--- src/rtl/imem_boot_ctrl.sv ---
// Boot-load controller: receives a little-endian word-count header plus program
// words as a byte stream, writes them to instruction memory, and gates CPU reset.
module imem_boot_ctrl #(
  parameter int unsigned MEM_SIZE = 256
) (
  input  logic        clk,
  input  logic        rst,
  input  logic        start,
  input  logic        byte_valid,
  input  logic [7:0]  byte_data,
  output logic        byte_ready,
  output logic        mem_we,
  output logic [31:0] mem_addr,
  output logic [31:0] mem_wdata,
  output logic        cpu_rst,
  output logic        busy,
  output logic        done,
  output logic        error
);

  localparam int unsigned IDX_W = (MEM_SIZE > 1) ? $clog2(MEM_SIZE) : 1;
  localparam int unsigned CNT_W = 16;

  typedef enum logic [2:0] {
    S_IDLE, S_HDR0, S_HDR1, S_LOAD, S_WRITE, S_DONE, S_ERR
  } state_e;

  state_e             state_q, state_d;
  logic [CNT_W-1:0]   count_q, count_d;
  logic [IDX_W-1:0]   word_idx_q, word_idx_d;
  logic [1:0]         byte_idx_q, byte_idx_d;
  logic [23:0]        word_q, word_d;
  logic               byte_ready_q, byte_ready_d;
  logic               mem_we_q, mem_we_d;
  logic [31:0]        mem_addr_q, mem_addr_d;
  logic [31:0]        mem_wdata_q, mem_wdata_d;
  logic               cpu_rst_q, cpu_rst_d;
  logic               busy_q, busy_d;
  logic               done_q, done_d;
  logic               error_q, error_d;

  logic               xfer;
  logic [CNT_W-1:0]   hdr_count;

  assign xfer      = byte_valid && byte_ready_q;
  assign hdr_count = {byte_data, count_q[7:0]};

  // Next-state and registered-output computation
  always_comb begin
    state_d      = state_q;
    count_d      = count_q;
    word_idx_d   = word_idx_q;
    byte_idx_d   = byte_idx_q;
    word_d       = word_q;
    mem_we_d     = 1'b0;
    mem_addr_d   = mem_addr_q;
    mem_wdata_d  = mem_wdata_q;
    cpu_rst_d    = cpu_rst_q;
    busy_d       = busy_q;
    done_d       = done_q;
    error_d      = error_q;
    byte_ready_d = 1'b0;

    unique case (state_q)
      S_IDLE, S_DONE, S_ERR: begin
        if (start) begin
          state_d    = S_HDR0;
          done_d     = 1'b0;
          error_d    = 1'b0;
          busy_d     = 1'b1;
          cpu_rst_d  = 1'b1;
          word_idx_d = '0;
          byte_idx_d = '0;
        end
      end
      S_HDR0: begin
        if (xfer) begin
          count_d[7:0] = byte_data;
          state_d      = S_HDR1;
        end
      end
      S_HDR1: begin
        if (xfer) begin
          count_d    = hdr_count;
          word_idx_d = '0;
          byte_idx_d = '0;
          if (hdr_count == '0) begin
            state_d   = S_DONE;
            busy_d    = 1'b0;
            done_d    = 1'b1;
            cpu_rst_d = 1'b0;
          end else if (32'(hdr_count) > MEM_SIZE) begin
            state_d = S_ERR;
            busy_d  = 1'b0;
            error_d = 1'b1;
          end else begin
            state_d = S_LOAD;
          end
        end
      end
      S_LOAD: begin
        if (xfer) begin
          byte_idx_d = byte_idx_q + 2'd1;
          unique case (byte_idx_q)
            2'd0: word_d[7:0]   = byte_data;
            2'd1: word_d[15:8]  = byte_data;
            2'd2: word_d[23:16] = byte_data;
            default: begin
              state_d     = S_WRITE;
              mem_we_d    = 1'b1;
              mem_wdata_d = {byte_data, word_q};
              mem_addr_d  = 32'({word_idx_q, 2'b00});
            end
          endcase
        end
      end
      S_WRITE: begin
        if (CNT_W'(word_idx_q) == count_q - 16'd1) begin
          state_d   = S_DONE;
          busy_d    = 1'b0;
          done_d    = 1'b1;
          cpu_rst_d = 1'b0;
        end else begin
          word_idx_d = word_idx_q + IDX_W'(1);
          byte_idx_d = '0;
          state_d    = S_LOAD;
        end
      end
      default: state_d = S_IDLE;
    endcase

    // byte_ready follows the state being entered so it is valid in that state
    byte_ready_d = (state_d == S_HDR0) || (state_d == S_HDR1) || (state_d == S_LOAD);
  end

  always_ff @(posedge clk) begin
    if (rst) begin
      state_q      <= S_IDLE;
      count_q      <= '0;
      word_idx_q   <= '0;
      byte_idx_q   <= '0;
      word_q       <= '0;
      byte_ready_q <= 1'b0;
      mem_we_q     <= 1'b0;
      mem_addr_q   <= '0;
      mem_wdata_q  <= '0;
      cpu_rst_q    <= 1'b1;
      busy_q       <= 1'b0;
      done_q       <= 1'b0;
      error_q      <= 1'b0;
    end else begin
      state_q      <= state_d;
      count_q      <= count_d;
      word_idx_q   <= word_idx_d;
      byte_idx_q   <= byte_idx_d;
      word_q       <= word_d;
      byte_ready_q <= byte_ready_d;
      mem_we_q     <= mem_we_d;
      mem_addr_q   <= mem_addr_d;
      mem_wdata_q  <= mem_wdata_d;
      cpu_rst_q    <= cpu_rst_d;
      busy_q       <= busy_d;
      done_q       <= done_d;
      error_q      <= error_d;
    end
  end

  assign byte_ready = byte_ready_q;
  assign mem_we     = mem_we_q;
  assign mem_addr   = mem_addr_q;
  assign mem_wdata  = mem_wdata_q;
  assign cpu_rst    = cpu_rst_q;
  assign busy       = busy_q;
  assign done       = done_q;
  assign error      = error_q;

endmodule

--- config.mk ---
export PLATFORM = sky130hd
export DESIGN_NAME = imem_boot_ctrl
export DESIGN_NICKNAME = d
export VERILOG_FILES = /design/src/rtl/imem_boot_ctrl.sv
export SDC_FILE = /design/constraint.sdc
export NUM_CORES = 1
export LEC_CHECK = 0
export CAP_MARGIN = 20
export CORE_ASPECT_RATIO = 0.6
export CORE_UTILIZATION = 52
export DETAILED_ROUTE_END_ITERATION = 6
export HOLD_SLACK_MARGIN = 0.06
export PLACE_DENSITY = 0.9
export SLEW_MARGIN = 20
export SYNTH_ARGS = -nofsm -noshare
export SYNTH_HDL_FRONTEND = slang
export SYNTH_SLANG_ARGS = --single-unit
--- constraint.sdc ---
create_clock -name clk -period 2.9 [get_ports clk]
set_clock_uncertainty 0.05 [all_clocks]
set_input_delay 0.725 -clock clk [delete_from_list [all_inputs] [get_ports clk]]
set_output_delay 0.725 -clock clk [all_outputs]
set_load 0.02 [all_outputs]
==> qor.txt <==
vias in the first global route - 3582
synth top area cells - dfxtp_1, nand2_1, a21oi_1, buf_4, nand3_1
Routed Wire Length - 11.0 mm
Worst Setup Slack, final - 0.128 ns
WP data required - 3.08 ns
Leak Pwr - 1.83 nW
placed inst area - 5020 sq um
CTS Hold Buffers Added - 0
Final nets - 622
post-synth top area share - 0.452
largest net degree at the start of global routing - 49
startpoint type of the worst setup path - register
Mapped Cells - 549
layout cells sized above 1 - 0.0740
gpl congestion - 0.930
Setup crit end kind - register
number of synthesized flops with an enable pin - 0
Main synth FF type - dfxtp_1
Post-CTS Setup Bufs - 0
Tot Pwr - 0.00316 W
dpl hpwl - 7.75 mm
post-route antenna net violation count - 0
Peak VDD IR - 0.298 mV
sequential area share after synthesis - 0.452
DR vias/cell - 5.60
Pwr Density - 593 nW/um^2
clock root buffer master - clkbuf_16
CP Data Arrival Time - 2.96 ns
RSZ-0062 raised after global routing - yes
final instance area - 5330 sq um
die area - 8810 sq um
Fin. Hold Viols - 0
final setup vio count - 0
Starting Density - 0.547
Die W - 121 um
global-route wire length before repair - 17.2 mm
status - complete, no violations
period utilization - 0.956
Internal Power - 0.00230 W
Max transition margin - 0.411
DRT Pass-1 Iters - 5
post-synth cell types - 50
I/O Pins - 82
Period minus WS final - 2.77 ns
pre-CTS setup slack - -0.00428 ns
H-tree levels - 3
Max-cap violations - 0
CTS sink cnt - 99
CTS buffer count - 9
Fin Hold WS - 0.403 ns
Synth area leader - dfxtp_1
#FFs+latches synth - 99
routed len/inst - 15.4 um
Core Area - 8010 sq um
sequential share of power - 0.461
Die Height - 73.1 um
CTS tree - done
worst skew pair latency - 0.34 ns
Comb pwr share - 0.159
Filler cells - 652
post-CTS sizing - 0
CP max FO - 7
Hold Path Class - register to register
Max Freq - 361 MHz
CTS Buffer Depth - 2
port bufs - 57
Netlist Area Pre-Place - 4380 sq um
Inserted Diodes - 0
kind of critical path - register to register
DRC - 0
switching pwr - 0.000865 W
Least-Margin Pin Slew - 0.884 ns
Total GRT Usage - 0.254
Iter 0 DRT Violations - 330
num rows - 25
register clock-pin slew on the reported worst setup and hold paths - 0.06 ns
Area Overhead vs Synth - 21.6%
Clock power frac - 0.380
synthesized area per cell - 7.98 sq um
GR Overflow Total - 0
Yosys warning count - 0
initial antenna violation count - 0
max-slew violations - 0
switch share - 0.274
Post-synth ARST share - 0
vias - 4007
-- area by class of cell --
cell class	instances	area, sq um	share of cell area
inverter	9	33.8	0.00634
multi-input combinational	409	2170	0.407
timing repair buffer	76	708	0.133
sequential	99	1980	0.372
tap	108	135	0.0254
clock inverter	4	50.0	0.00939
clock buffer	11	253	0.0474
-- per-stage QoR --
stage / std cells / setup TNS, ns / util
floorplan: 572 / 0 / -
global placement: 701 / 0 / 0.626
detailed placement: 701 / -0.00428 / 0.626
CTS: 716 / 0 / 0.664
global route: 716 / -0.0765 / 0.666
finish: 716 / 0 / 0.666
-- flip-flops by register name, summed over array words and instances (netlist names) --
name,cells
error,1
done,1
count_q,16
byte_ready,1
mem_wdata,32
word_idx_q,8
mem_we,1
byte_idx_q,2
word_q,24
mem_addr,8
busy,1
state_q,3
cpu_rst,1
-- path summary, 6_finish.rpt --
path / cells after the start / start / to / slack (ns)
worst max-delay path: 9 / count_q[0] / word_idx_q[6] / 0.13
worst min-delay path: 2 / mem_wdata[9] / mem_wdata[9] / 0.40
worst max register to register: 9 / count_q[0] / word_idx_q[6] / 0.13
worst min register to register: 2 / mem_wdata[9] / mem_wdata[9] / 0.40
-- cells by family (layout without fill, tap and decap cells) --
family | after synthesis | in the layout | synth area share
simple gates | 236 | 236 | 0.246
compound gates | 120 | 120 | 0.160
flops | 99 | 99 | 0.452
buf+inv | 64 | 100 | 0.0754
fa+ha+maj | 6 | 6 | 0.0171
other cells | 1 | 24 | 0.000856
mux | 10 | 10 | 0.0228
xor+xnor | 13 | 13 | 0.0260
-- cell usage in the layout, fill, tap and decap left out, types with 9 or more instances in the layout --
master / n
xnor2_1: 10
buf_4: 19
clkdlybuf4s50_1: 56
clkbuf_16: 9
a21oi_1: 83
inv_1: 9
conb_1: 24
dfxtp_1: 99
nand3_1: 30
nor2_1: 22
nand2_1: 142
mux2i_1: 10
-- cells in the mapped netlist (all sizes together) (4+ instances only) --
library cell  count
ha                6
nand2b            6
o21ai             8
nand3            30
a211oi            5
a21oi            85
nor2             22
nor4              4
clkbuf           29
nand2           142
mux2i            10
a2111oi           4
buf              26
or3               4
xnor2            10
or4               4
inv               9
nor3              9
dfxtp            99
-- power groups by stage --
stage / registers [W] / logic, W / clock network [W]
4_1_cts: 0.00146 / 0.000485 / 0.00122
3_3_place_gp: 0.00148 / 0.000458 / 0
3_5_place_dp: 0.00149 / 0.000475 / 0
2_1_floorplan: 0.00148 / 0.000343 / 0
6_report: 0.00146 / 0.000502 / 0.00120
5_1_grt: 0.00146 / 0.000531 / 0.00128
-- routing by layer --
metal | vias to the layer above | part of all wire | GRT usage
met1 | 1859 | 0.45 | 0.349
li1 | 1921 | - | -
met3 | 19 | 0.10 | 0.0789
met2 | 208 | 0.44 | 0.389
met5 | - | 0 | 0
met4 | 0 | 0.010 | 0.0658
-- critical path, stage by stage (launching register included) --
cell and delay [ns]:
dfxtp_1 0.38, inv_1 0.09, ha_1 0.19, nor3b_4 0.40
a2111oi_2 0.15, a2111oi_2 0.52, nor4_4 0.14, a2111oi_1 0.44
nand3_1 0.17, mux2i_1 0.14
Power figures use the tool's default switching activity.
